[src/rtl/fp_seq_pkg.sv]
// Shared definitions for the FP dot-product sequencer.
// Contents: FPUnit operation codes, FP32 constants and the sequencer state type.
package fp_seq_pkg;

    localparam logic [1:0]  FP_OP_ADD = 2'b00;
    localparam logic [1:0]  FP_OP_MUL = 2'b10;

    localparam logic [31:0] FP_ZERO   = 32'h0000_0000;
    localparam logic [31:0] FP_QNAN   = 32'h7FC0_0000;

    typedef enum logic [2:0] {
        ST_IDLE,
        ST_FETCH,
        ST_MUL_ISSUE,
        ST_MUL_WAIT,
        ST_ADD_ISSUE,
        ST_ADD_WAIT,
        ST_RESULT
    } state_e;

endpackage

[src/rtl/fp_seq_watchdog.sv]
// Cycle counter guarding FPUnit waits.
// Ports:
//   clk, resetn  clock, asynchronous active-low reset
//   clr_i        force the count to zero
//   en_i         count one cycle
//   tc_o         high while enabled on the last allowed wait cycle
module fp_seq_watchdog #(
    parameter int TIMEOUT_CYC = 255
) (
    input  logic clk,
    input  logic resetn,
    input  logic clr_i,
    input  logic en_i,
    output logic tc_o
);

    localparam int             CNT_W  = $clog2(TIMEOUT_CYC + 1);
    // Count of completed wait cycles; the TIMEOUT_CYC-th wait cycle is the
    // last one in which fpu_done is still honoured.
    localparam logic [CNT_W-1:0] TC_VAL = CNT_W'(TIMEOUT_CYC - 1);

    logic [CNT_W-1:0] cnt_q, cnt_d;

    always_comb begin
        cnt_d = cnt_q;
        if (clr_i) begin
            cnt_d = '0;
        end else if (en_i) begin
            cnt_d = cnt_q + 1'b1;
        end
    end

    always_ff @(posedge clk or negedge resetn) begin
        if (!resetn) begin
            cnt_q <= '0;
        end else begin
            cnt_q <= cnt_d;
        end
    end

    assign tc_o = en_i && (cnt_q == TC_VAL);

endmodule

[src/rtl/fp_dot_sequencer.sv]
// Sequences FPUnit multiply/add operations to compute acc = sum(x_i * w_i).
// Configuration macro: FP_DOT_RELU_EN (clamps negative results to +0.0).
// Ports:
//   clk, resetn                  clock, asynchronous active-low reset
//   cmd_valid/cmd_ready/cmd_len  dot-product request (element count)
//   in_valid/in_ready/in_x/in_w  operand pair stream (FP32)
//   fpu_op/fpu_a/fpu_b/fpu_start FPUnit request, operands held until fpu_done
//   fpu_done/fpu_res             FPUnit completion
//   res_valid/res_ready/res_data FP32 result
//   busy, err_timeout            status; err_timeout is sticky until next command
// Handshakes: a transfer happens on a rising clk edge where valid and ready are
// both high; the producer holds valid and data stable until that edge.
module fp_dot_sequencer
    import fp_seq_pkg::*;
#(
    parameter int LEN_W       = 8,
    parameter int TIMEOUT_CYC = 255
) (
    input  logic             clk,
    input  logic             resetn,
    input  logic             cmd_valid,
    output logic             cmd_ready,
    input  logic [LEN_W-1:0] cmd_len,
    input  logic             in_valid,
    output logic             in_ready,
    input  logic [31:0]      in_x,
    input  logic [31:0]      in_w,
    output logic [1:0]       fpu_op,
    output logic [31:0]      fpu_a,
    output logic [31:0]      fpu_b,
    output logic             fpu_start,
    input  logic             fpu_done,
    input  logic [31:0]      fpu_res,
    output logic             res_valid,
    input  logic             res_ready,
    output logic [31:0]      res_data,
    output logic             busy,
    output logic             err_timeout
);

    state_e           state_q, state_d;
    logic [LEN_W-1:0] count_q, count_d;
    logic [31:0]      x_q, x_d, w_q, w_d, prod_q, prod_d, acc_q, acc_d;
    logic             err_q, err_d;
    logic             in_wait, wd_tc;
    logic [31:0]      final_val;

    assign in_wait = (state_q == ST_MUL_WAIT) || (state_q == ST_ADD_WAIT);

    fp_seq_watchdog #(.TIMEOUT_CYC(TIMEOUT_CYC)) u_watchdog (
        .clk    (clk),
        .resetn (resetn),
        .clr_i  (!in_wait),
        .en_i   (in_wait),
        .tc_o   (wd_tc)
    );

    // State register
    always_ff @(posedge clk or negedge resetn) begin
        if (!resetn) begin
            state_q <= ST_IDLE;
        end else begin
            state_q <= state_d;
        end
    end

    // Next-state logic; fpu_done wins over a same-cycle watchdog expiry.
    always_comb begin
        state_d = state_q;
        case (state_q)
            ST_IDLE:      if (cmd_valid) state_d = (cmd_len == '0) ? ST_RESULT : ST_FETCH;
            ST_FETCH:     if (in_valid) state_d = ST_MUL_ISSUE;
            ST_MUL_ISSUE: state_d = ST_MUL_WAIT;
            ST_MUL_WAIT: begin
                if (fpu_done)   state_d = ST_ADD_ISSUE;
                else if (wd_tc) state_d = ST_RESULT;
            end
            ST_ADD_ISSUE: state_d = ST_ADD_WAIT;
            ST_ADD_WAIT: begin
                if (fpu_done)   state_d = (count_q == LEN_W'(1)) ? ST_RESULT : ST_FETCH;
                else if (wd_tc) state_d = ST_RESULT;
            end
            ST_RESULT:    if (res_ready) state_d = ST_IDLE;
            default:      state_d = ST_IDLE;
        endcase
    end

    // Datapath next-state
    always_comb begin
        count_d = count_q;
        x_d     = x_q;
        w_d     = w_q;
        prod_d  = prod_q;
        acc_d   = acc_q;
        err_d   = err_q;
        case (state_q)
            ST_IDLE: begin
                if (cmd_valid) begin
                    count_d = cmd_len;
                    acc_d   = FP_ZERO;
                    err_d   = 1'b0;
                end
            end
            ST_FETCH: begin
                if (in_valid) begin
                    x_d = in_x;
                    w_d = in_w;
                end
            end
            ST_MUL_WAIT: begin
                if (fpu_done)   prod_d = fpu_res;
                else if (wd_tc) err_d  = 1'b1;
            end
            ST_ADD_WAIT: begin
                if (fpu_done) begin
                    acc_d   = fpu_res;
                    count_d = count_q - 1'b1;
                end else if (wd_tc) begin
                    err_d = 1'b1;
                end
            end
            default: ;
        endcase
    end

    always_ff @(posedge clk or negedge resetn) begin
        if (!resetn) begin
            count_q <= '0;
            x_q     <= '0;
            w_q     <= '0;
            prod_q  <= '0;
            acc_q   <= '0;
            err_q   <= 1'b0;
        end else begin
            count_q <= count_d;
            x_q     <= x_d;
            w_q     <= w_d;
            prod_q  <= prod_d;
            acc_q   <= acc_d;
            err_q   <= err_d;
        end
    end

`ifdef FP_DOT_RELU_EN
    assign final_val = acc_q[31] ? FP_ZERO : acc_q;
`else
    assign final_val = acc_q;
`endif

    // Outputs. Operands are driven from state so they stay stable from the
    // start pulse through the whole wait. cmd_ready is gated by resetn so
    // every output reads 0 while reset is asserted.
    always_comb begin
        cmd_ready = resetn && (state_q == ST_IDLE);
        in_ready  = (state_q == ST_FETCH);
        fpu_start = (state_q == ST_MUL_ISSUE) || (state_q == ST_ADD_ISSUE);
        fpu_op    = FP_OP_ADD;
        fpu_a     = FP_ZERO;
        fpu_b     = FP_ZERO;
        res_valid = 1'b0;
        res_data  = FP_ZERO;
        case (state_q)
            ST_MUL_ISSUE, ST_MUL_WAIT: begin
                fpu_op = FP_OP_MUL;
                fpu_a  = x_q;
                fpu_b  = w_q;
            end
            ST_ADD_ISSUE, ST_ADD_WAIT: begin
                fpu_op = FP_OP_ADD;
                fpu_a  = acc_q;
                fpu_b  = prod_q;
            end
            ST_RESULT: begin
                res_valid = 1'b1;
                res_data  = err_q ? FP_QNAN : final_val;
            end
            default: ;
        endcase
        busy        = (state_q != ST_IDLE);
        err_timeout = err_q;
    end

endmodule

[config.mk]
export PLATFORM = sky130hd
export DESIGN_NAME = fp_dot_sequencer
export DESIGN_NICKNAME = d
export VERILOG_FILES = /design/src/rtl/fp_seq_pkg.sv /design/src/rtl/fp_seq_watchdog.sv /design/src/rtl/fp_dot_sequencer.sv
export SDC_FILE = /design/constraint.sdc
export NUM_CORES = 1
export LEC_CHECK = 0
export BUFFER_PORTS_ARGS = -buffer_cell sky130_fd_sc_hd__buf_2
export CAP_MARGIN = 20
export CORE_ASPECT_RATIO = 0.9
export CORE_UTILIZATION = 40
export DETAILED_ROUTE_END_ITERATION = 7
export PLACE_DENSITY = 0.74
export SLEW_MARGIN = 20
export SYNTH_ARGS = -nofsm -noshare
export SYNTH_HDL_FRONTEND = slang
export SYNTH_SLANG_ARGS = --single-unit
[constraint.sdc]
create_clock -name clk -period 2.6 [get_ports clk]
set_clock_uncertainty 0.1 [all_clocks]
set_input_delay 0.65 -clock clk [delete_from_list [all_inputs] [get_ports clk]]
set_output_delay 0.65 -clock clk [all_outputs]
set_load 0.05 [all_outputs]
==> qor.csv <==
stage,metric,value,unit
route,wl_per_cell,20.6,um
logic_synthesis,synth_top_area_share,51.6,%
cells_and_area,final_cells,1167,
worst_setup_path,endpoint_kind,primary output,
logic_synthesis,yosysSeqAreaShare,51.6,%
global_route,track_usage,24.3,%
logic_synthesis,syn_nets,808,
worst_setup_path,crit_end,fpu_a[21],
logic_synthesis,muxShareOfSynthArea,15.2,%
cells_and_area,syn_to_final_growth,52.8,%
logic_synthesis,avgSynthCellArea,10.4,um2
power,p_leak,4.63,nW
timing,fmax,381,MHz
die,io_pins,214,
global_route,overflow,0,
global_route,grt_max_degree,149,
status,violations,setup timing,
die,rows,46,
logic_synthesis,ys_warn_count,0,
logic_synthesis,synth_compound_gate_area_share,13.0,%
job,cap_violations,0,
logic_synthesis,yosys.area_share.simple,14.1,%
worst_setup_path,cpMaxStageDelayCell,dfrtp_2,
worst_setup_path,crit_chain,inv_2 -> ha_4 -> buf_6 -> clkbuf_16 -> a22oi_2 -> nor2_4 -> buf_6,
timing,relSlewSlack,44.2,%
timing,setup_viol,9,
worst_setup_path,reg2reg_to,acc_q[8],
route,antenna_left,0,
placed_design,dp_cells,1111,
placed_design,port_buffers,212,
route,first_iter_violations,453,
worst_setup_path,worst_ep_arrival_time,1.87,ns
timing,slew_violations,0,
status,status,"finished, violations left",
cells_and_area,fin_nets,1030,
timing,rsz0062_at_grt,yes,
route,first_pass_iters,5,
logic_synthesis,ys_ff_latch,148,
cts,clockBufferDepth,2,
global_route,antenna_found_initial,3,
logic_synthesis,synth.distinct_cells,46,
global_route,grt_pass1_vias,5957,
logic_synthesis,synth_xor_area_share,0.855,%
route,drt_wl_total,24000,um
placed_design,place_ws,0.208,ns
logic_synthesis,synth-edff-count,0,
logic_synthesis,async_flop_share,100,%
route,drc,0,
worst_setup_path,r2r-start,state_q[1],
die,die_height,129,um
timing,period_share,101,%
worst_setup_path,crit_type,reg2out,
worst_setup_path,crit_required,1.85,ns
placed_design,place_congestion,0.876,
worst_setup_path,startpoint,state_q[1],
cells_and_area,fillers,1356,
logic_synthesis,synth.cell_area,7170,um2
die,start_util,40.8,%
worst_setup_path,start_kind,flip-flop,
timing,finalWorstSetupSlack,-0.0217,ns
logic_synthesis,synthTopCellsByCount,"dfrtp_1, nor2_1, mux2_2",
timing,worstMarginPinSlew,0.838,ns
worst_setup_path,cp_slowest_stage_delay,0.43,ns
logic_synthesis,synth_top_area_cell,dfrtp_1,
route,num_vias,6254,
die,dieArea,18500,um2
die,die_w,143,um
power,power_density,1140,nW/um2
global_route,grt_first_pass_wirelength,33400,um
logic_synthesis,ys.flop_type,dfrtp_1,
cts,cts_tree,yes,
cts,cts_root_buffer,clkbuf_16,
logic_synthesis,yosys.area_share.adder,1.22,%
logic_synthesis,synth_most_common_cell,dfrtp_1,
timing,hold_viol_final,0,
cts,clk_latency,0.42,ns
cts,cts_num_sinks,148,
placed_design,hpwl,14800,um
cts,hold_buffers,0,
die,core-area,17600,um2
timing,post-route-min-period,2.62,ns
route,vias_per_cell,5.36,
logic_synthesis,ys_top_cells_by_area,"dfrtp_1, mux2_2, a22oi_1",
cts,cts_max_level,4,
worst_setup_path,reg2regPathDepth,5,
power,ir_drop,0.651,mV
worst_setup_path,regToRegSetupSlack,0.36,ns
worst_setup_path,worst-path-max-fanout,5,
cells_and_area,drive_above_1_share,55.9,%
cts,path_clk_slew,0.06,ns
min_path,hold_path.class,in2async,
worst_setup_path,crit_top_cell,buf_6,
cts,numCtsBuffers,17,
logic_synthesis,postSynthCellCount,691,
logic_synthesis,synth_top_family_by_area,multiplexers,
power breakdown:
group / switching [mW] / internal (mW) / total, mW
clock: 1.00 / 1.76 / 2.76
sequential: 0.733 / 3.20 / 3.93
combinational: 3.34 / 2.47 / 5.82
flip-flops by register name, indices dropped and copies added, names as in the netlist:
register / flops
x_q: 32
u_watchdog.cnt_q: 8
err_timeout: 1
state_q: 3
w_q: 32
count_q: 8
prod_q: 32
acc_q: 32
worst max-delay path, delay by kind of cell, from the launching register on:
family | cells | cell delay [ns]
buffers and inverters | 4 | 0.54
flip-flops | 1 | 0.43
AO/OA/AOI/OAI | 1 | 0.24
adder cells (fa/ha/maj) | 1 | 0.19
AND/OR/NAND/NOR | 1 | 0.05
worst min-delay path by stage:
stage	from	to	slack, ns	depth (start not counted)
2_1_floorplan	resetn	acc_q[0]	0.25	0
4_1_cts	resetn	count_q[4]	0.33	2
6_report	resetn	count_q[4]	0.24	2
3_5_place_dp	w_q[9]	w_q[9]	0.38	1
3_3_place_gp	w_q[13]	w_q[13]	0.37	1
5_1_grt	resetn	count_q[4]	0.34	2
cell families (layout without fill, tap and decap cells):
| kind of cell | after synthesis | after routing |
|---|---|---|
| compound gates | 139 | 139 |
| xor+xnor | 7 | 7 |
| fa+ha+maj | 7 | 7 |
| buf+inv | 62 | 297 |
| flops | 148 | 148 |
| mux | 97 | 97 |
| other cells | 1 | 2 |
| simple gates | 230 | 230 |
per-layer routing:
metal,vias up,track usage [%],part of all wire (%)
met5,-,0,0.054
met4,2,8.67,1.8
met3,30,5.95,6.1
met2,231,38.6,49
met1,3134,32.4,43
li1,2857,-,-
final cells by class:
type / instances / area, um2 / area share (%)
Clock inverter: 12 / 200 / 1.83
Tap cell: 240 / 300 / 2.74
Timing Repair Buffer: 258 / 2250 / 20.5
Antenna cell: 1 / 2.50 / 0.0228
Inverter: 7 / 26.3 / 0.240
Sequential cell: 148 / 3700 / 33.8
Clock buffer: 20 / 457 / 4.17
Multi-Input combinational cell: 481 / 4020 / 36.6
through the flow:
| step | hold slack, ns | cell area (um2) | power, mW | utilization (%) | setup TNS (ns) |
|---|---|---|---|---|---|
| floorplan | 0.254 | 7670 | 7.32 | - | 0 |
| global placement | 0.370 | 9100 | 8.47 | 51.9 | 0 |
| detailed placement | 0.381 | 9100 | 8.59 | 51.9 | 0 |
| CTS | 0.326 | 10200 | 11.8 | 58.1 | -0.143 |
| global route | 0.337 | 11000 | 13.0 | 62.4 | -1.80 |
| finish | 0.241 | 11000 | 12.5 | 62.4 | -0.0809 |
cell usage in the layout (no fill, tap or decap), types with 3 or more instances in the layout:
master     Yosys  layout
nand3_1        5       5
a21oi_1        9       9
buf_4          9      26
nor3_1         3       3
xor2_1         6       6
ha_1           7       5
buf_6          0      65
nor2_1       106      41
buf_2         11     132
o21ai_0       47      47
and2_1        26      26
inv_1          7       5
buf_12         0      15
mux2_2        89      89
clkbuf_4       0       4
nor2_4         0      61
nor2_2         0       4
clkbuf_16      0      25
nand2_1       70      70
a22oi_2        0      64
bufinv_16      0       5
mux2_1         7       7
clkinv_4       0       3
dfrtp_1      148     147
clkinv_2       0       3
buf_8          0       7
repair_timing:
item	4_1_cts	5_1_grt
setup endpoints to repair	87	80
setup buffers	2	7
cloned	1	13
pin swaps	0	61
gates resized for setup	119	110
(Power assumes the default switching activity.)
